[config.mk]
export PLATFORM = sky130hd
export DESIGN_NAME = cpc_ram_bank_ctrl
export DESIGN_NICKNAME = d
export VERILOG_FILES = /design/src/rtl/cpc_ram_bank_ctrl.sv
export SDC_FILE = /design/constraint.sdc
export NUM_CORES = 1
export LEC_CHECK = 0
export ABC_AREA = 1
export CAP_MARGIN = 30
export CORE_MARGIN = 8
export CORE_UTILIZATION = 50
export CTS_CLUSTER_DIAMETER = 30
export CTS_CLUSTER_SIZE = 8
export DETAILED_ROUTE_END_ITERATION = 8
export GPL_TIMING_DRIVEN = 0
export PLACE_DENSITY_LB_ADDON = 0.1
export SYNTH_ARGS = -nofsm -noshare
export SYNTH_HDL_FRONTEND = slang
export SYNTH_SLANG_ARGS = --single-unit
[constraint.sdc]
create_clock -name CLK -period 3.7 [get_ports CLK]
set_clock_uncertainty 0.2 [all_clocks]
set_input_delay 0.555 -clock CLK [delete_from_list [all_inputs] [get_ports CLK]]
set_output_delay 0.555 -clock CLK [all_outputs]
set_load 0.05 [all_outputs]
[src/rtl/cpc_ram_bank_ctrl.sv]
// CPC expansion RAM banking controller.
// Snoops Gate Array RAM-configuration writes, decodes the CPU memory
// windows that map to expansion SRAM, and sequences the SRAM strobes.
module cpc_ram_bank_ctrl #(
  parameter int WE_DELAY  = 1,
  parameter int BANK_BITS = 3
) (
  input  logic                 CLK,
  input  logic                 RESET_B,
  input  logic                 A15,
  input  logic                 A14,
  input  logic [7:0]           D,
  input  logic                 MREQ_B,
  input  logic                 IOREQ_B,
  input  logic                 RD_B,
  input  logic                 WR_B,
  input  logic                 M1_B,
  input  logic                 RFSH_B,
  input  logic                 RAMRD_B,
  output logic [BANK_BITS+1:0] HIADR,
  output logic                 RAMCS_B,
  output logic                 RAMOE_B,
  output logic                 RAMWE_B,
  output logic                 RAMDIS
);

  typedef enum logic [2:0] {
    IDLE     = 3'd0,
    READ     = 3'd1,
    WR_WAIT  = 3'd2,
    WR_PULSE = 3'd3,
    DONE     = 3'd4
  } state_t;

  // Write-settle counter preload; WE_DELAY=0 bypasses WR_WAIT entirely.
  localparam int WCNT_INIT = (WE_DELAY > 0) ? (WE_DELAY - 1) : 0;

  logic [BANK_BITS-1:0] r_cfg_bank;
  logic [2:0]           r_cfg_mode;
  logic                 r_io_armed;
  state_t               r_state;
  logic [1:0]           r_wcnt;
  logic [BANK_BITS+1:0] r_hiadr;
  logic                 r_cs_b;
  logic                 r_oe_b;
  logic                 r_we_b;

  logic [1:0] w_win;
  logic       w_hit;
  logic [1:0] w_page;
  logic       w_mem_cyc;
  logic       w_rd_hit;
  logic       w_wr_hit;
  logic       w_cfg_wr;

  assign w_win     = {A15, A14};
  assign w_mem_cyc = w_hit & ~MREQ_B & RFSH_B;
  assign w_rd_hit  = w_mem_cyc & ~RD_B & ~RAMRD_B;
  assign w_wr_hit  = w_mem_cyc & ~WR_B;
  // MREQ_B=1 is part of the qualifier, so a memory cycle always beats a config write.
  assign w_cfg_wr  = ~IOREQ_B & ~WR_B & M1_B & MREQ_B & ~A15 & (D[7:6] == 2'b11) & r_io_armed;

  assign RAMDIS  = w_mem_cyc & (~RAMRD_B | ~WR_B);
  assign HIADR   = r_hiadr;
  assign RAMCS_B = r_cs_b;
  assign RAMOE_B = r_oe_b;
  assign RAMWE_B = r_we_b;

  // Map the 16K CPU window onto an expansion page for the current mode.
  always_comb begin
    w_hit  = 1'b0;
    w_page = 2'd0;
    case (r_cfg_mode)
      3'd1, 3'd3: begin
        if (w_win == 2'd3) begin
          w_hit  = 1'b1;
          w_page = 2'd3;
        end
      end
      3'd2: begin
        w_hit  = 1'b1;
        w_page = w_win;
      end
      3'd4, 3'd5, 3'd6, 3'd7: begin
        if (w_win == 2'd1) begin
          w_hit  = 1'b1;
          w_page = r_cfg_mode[1:0];
        end
      end
      default: begin
        w_hit  = 1'b0;
        w_page = 2'd0;
      end
    endcase
  end

  // Capture bank/mode once per I/O cycle; re-arm whenever IOREQ_B is high.
  always_ff @(posedge CLK or negedge RESET_B) begin
    if (!RESET_B) begin
      r_cfg_bank <= '0;
      r_cfg_mode <= 3'd0;
      r_io_armed <= 1'b1;
    end else if (IOREQ_B) begin
      r_io_armed <= 1'b1;
    end else if (w_cfg_wr) begin
      r_cfg_bank <= BANK_BITS'(D[5:3]);
      r_cfg_mode <= D[2:0];
      r_io_armed <= 1'b0;
    end
  end

  // SRAM access sequencer with registered strobes and page address.
  always_ff @(posedge CLK or negedge RESET_B) begin
    if (!RESET_B) begin
      r_state <= IDLE;
      r_wcnt  <= 2'd0;
      r_hiadr <= '0;
      r_cs_b  <= 1'b1;
      r_oe_b  <= 1'b1;
      r_we_b  <= 1'b1;
    end else begin
      case (r_state)
        IDLE: begin
          if (w_rd_hit) begin
            r_state <= READ;
            r_hiadr <= {r_cfg_bank, w_page};
            r_cs_b  <= 1'b0;
            r_oe_b  <= 1'b0;
          end else if (w_wr_hit) begin
            r_hiadr <= {r_cfg_bank, w_page};
            r_cs_b  <= 1'b0;
            r_wcnt  <= 2'(WCNT_INIT);
            if (WE_DELAY == 0) begin
              r_state <= WR_PULSE;
              r_we_b  <= 1'b0;
            end else begin
              r_state <= WR_WAIT;
            end
          end
        end
        READ: begin
          if (MREQ_B) begin
            r_state <= IDLE;
            r_oe_b  <= 1'b1;
            r_cs_b  <= 1'b1;
          end
        end
        WR_WAIT: begin
          if (MREQ_B) begin
            r_state <= IDLE;
            r_cs_b  <= 1'b1;
          end else if (r_wcnt == 2'd0) begin
            r_state <= WR_PULSE;
            r_we_b  <= 1'b0;
          end else begin
            r_wcnt <= r_wcnt - 2'd1;
          end
        end
        WR_PULSE: begin
          if (WR_B || MREQ_B) begin
            r_state <= DONE;
            r_we_b  <= 1'b1;
          end
        end
        DONE: begin
          if (MREQ_B) begin
            r_state <= IDLE;
            r_cs_b  <= 1'b1;
          end
        end
        default: begin
          r_state <= IDLE;
          r_cs_b  <= 1'b1;
          r_oe_b  <= 1'b1;
          r_we_b  <= 1'b1;
        end
      endcase
    end
  end

endmodule
==> qor.yml <==
status: "completed"
postCtsResizedCells: 0
globalplace.congestion: 0.851
slew_headroom_pct: 40.1
dieArea_sq_um: 4050
die_w_um: 63.6
min_path_cells: 2
path_depth: 7
syn2layout_area_growth_pct: 31.5
post-cts-setup-buffer-count: 0
internal-power_uw: 609
synthAdderAreaFrac_pct: 1.10
hpwl_mm: 2.11
end_kind: "output pin"
crit_top_cell: "clkdlybuf4s50_1"
synthMuxAreaShare_pct: 0
yosys.cell_types.count: 23
portBuffers: 27
p_comb_share_pct: 53.1
rows: 17
grt_overflow: 0
tns_ns: 0
ctsHoldBuffers: 0
crit_type: "input port to output pin"
cp_cell_sequence: "clkdlybuf4s50_1, inv_2, nand2_2, a21oi_4, nand2_1, a21oi_1, clkdlybuf4s50_1"
ios: 28
hold_viol_final: 0
seqPwrFrac_pct: 31.2
yosysSeqAreaShare_pct: 44.5
synth-compound-area-share_pct: 16.0
start_util_pct: 52.3
synth_area_sq_um: 1130
ys_warn_count: 0
min_period_ns: 3.27
clk_pin_slew_ns: 0.12
synth_xor_area_share_pct: 0
clkSinkCount: 20
via_count: 1035
synth_nets: 165
grt_pass1_wl_mm: 4.50
ys_seq_elements: 20
clk_path_buf_depth: 2
first_global_vias: 1078
clockPowerShare_pct: 15.8
path_buf_inv: 3
critical_path.slowest_cell: "clkdlybuf4s50_1"
fin_crit_sh_pct: 88.4
drt-initial-drc-count: 51
post_drt_wl_per_cell_um: 12.7
cts.htree.levels: 1
ant_nets: 0
finalSetupViolations: 0
critPathLaunchType: "input port"
drive_gt1_share_pct: 15.9
synth_area_per_cell_sq_um: 7.83
cp_max_fo: 6
synth_top_family_by_area: "simple AND/OR/NAND/NOR gates"
synth_simple_gate_area_share_pct: 29.0
cp_top_family: "buffers and inverters"
cpPeakStageDelay_ns: 0.82
cts_tree: "done"
tightest_slew_ns: 0.896
rsz0062_at_grt: "false"
final_nets: 197
core_area_sq_um: 2170
leakagePower_uw: 0.000730
grtUsageTotal_pct: 13.5
dr.pass1.iters: 4
switchingPower_uw: 509
drt_wl_total_mm: 2.60
num_antenna_cells: 0
cts_root_buf: "clkbuf_4"
dieHeight_um: 63.6
ir_worst_vdd_v: 0.000556
antenna_found_initial: 0
synthCells: 145
p_sw_share_pct: 45.5
via_per_inst: 5.07
dp.cells: 200
insertion_delay_ns: 0.29
required_ns: 2.94
fmax_mhz: 306
cap_violations: 0
r2r_cells: 9
layout.cells.non_filler: 204
hold_class: "flip-flop to flip-flop"
critPathArrivalTime_ns: 2.52
p_per_area_nw_per_um2: 749
drc: 0
numCtsBuffers: 3
grt_max_degree: 21
drv_slew: 0
[state kept, by name, indices dropped and copies added, names as in the netlist]
name / cells
HIADR: 5
r_wcnt: 2
r_io_armed: 1
r_state: 3
RAMCS_B: 1
RAMOE_B: 1
r_cfg_bank: 3
RAMWE_B: 1
r_cfg_mode: 3
[kinds of logic after synthesis]
logic type	Yosys count
and+or+nand+nor	70
AOI/OAI and AO/OA	28
buffers and inverters	26
DFF	20
adders and majority gates	1
[through the flow]
| step | utilization (%) | worst slack, ns | cell area, sq um | total power (uW) | hold slack [ns] |
|---|---|---|---|---|---|
| floorplan | - | 1.28 | 1130 | 776 | 0.0594 |
| global placement | 66.4 | 0.453 | 1440 | 924 | 0.258 |
| detailed placement | 66.4 | 0.445 | 1440 | 949 | 0.259 |
| CTS | 68.8 | 0.431 | 1490 | 1130 | 0.284 |
| global route | 68.8 | 0.312 | 1490 | 1210 | 0.327 |
| finish | 68.8 | 0.429 | 1490 | 1120 | 0.280 |
[synthesized netlist by cell type]
| library cell | n | area share, % |
|---|---|---|
| nand3_2 | 2 | 1.8 |
| dfstp_2 | 4 | 9.3 |
| buf_6 | 1 | 0.99 |
| clkinv_1 | 1 | 0.33 |
| o21ai_0 | 10 | 4.4 |
| o21ai_1 | 4 | 1.8 |
| buf_2 | 1 | 0.44 |
| nand3_1 | 9 | 4.0 |
| a21oi_1 | 4 | 1.8 |
| a21oi_4 | 1 | 1.4 |
| ha_1 | 1 | 1.1 |
| nor2_1 | 8 | 2.6 |
| nand2_2 | 1 | 0.55 |
| a21oi_2 | 1 | 0.77 |
| nor3_2 | 2 | 1.8 |
| dfrtp_1 | 16 | 35 |
| nand4_1 | 5 | 2.8 |
| nand2_1 | 41 | 14 |
| inv_1 | 19 | 6.3 |
| o21ai_2 | 5 | 3.9 |
| o211ai_1 | 3 | 2.0 |
| inv_2 | 4 | 1.3 |
| nor2_4 | 2 | 2.0 |
[routing by layer]
layer | track usage (%) | vias up | part of all wire (%)
met5 | 0 | - | 0
met3 | 4.06 | 2 | 5.1
li1 | - | 532 | -
met1 | 13.8 | 482 | 41
met4 | 5.01 | 0 | 0.88
met2 | 25.0 | 19 | 53
[worst min-delay path: stages, from the launching register on]
cell	delay [ns]
dfstp_2	0.39
nand2_1	0.05
o21ai_1	0.05
[final cells by class]
class / instances / area [sq um]
clock inverter: 1 / 30.0
buffer: 2 / 16.3
tap: 28 / 35.0
sequential: 20 / 505
clock buffer: 3 / 22.5
fill: 189 / 677
multi-input combinational: 99 / 523
inverter: 24 / 90.1
timing repair buffer: 27 / 270
[power groups by stage]
stage	Clock, uW	Combinational (uW)	Sequential (uW)
final	177	593	349
after global routing	190	663	356
after CTS	181	598	349
after detailed placement	0	596	353
after global placement	0	574	349
after floorplan	0	301	476
[path summary, 6_finish.rpt]
path                          startpoint             to  slack (ns)
max                               MREQ_B         RAMDIS        0.43
min                              RAMWE_B        RAMWE_B        0.28
max reg2reg                r_cfg_mode[2]       HIADR[1]        2.05
min reg2reg                      RAMWE_B        RAMWE_B        0.28
max in group asynchronous        RESET_B     r_state[2]        2.20
min in group asynchronous        RESET_B  r_cfg_bank[1]        0.55
[cell usage in the layout (no fill, tap or decap), types with 2 or more instances in the layout]
cell type	synthesis	routed
a21oi_1	4	4
clkbuf_4	0	3
clkdlybuf4s50_1	0	27
dfrtp_1	16	16
dfstp_2	4	4
inv_1	19	19
inv_2	4	4
nand2_1	41	41
nand3_1	9	9
nand3_2	2	2
nand4_1	5	5
nor2_1	8	8
nor2_4	2	2
nor3_2	2	2
o211ai_1	3	3
o21ai_0	10	10
o21ai_1	4	4
o21ai_2	5	5
Note: power is estimated with default switching activity, not from simulation.
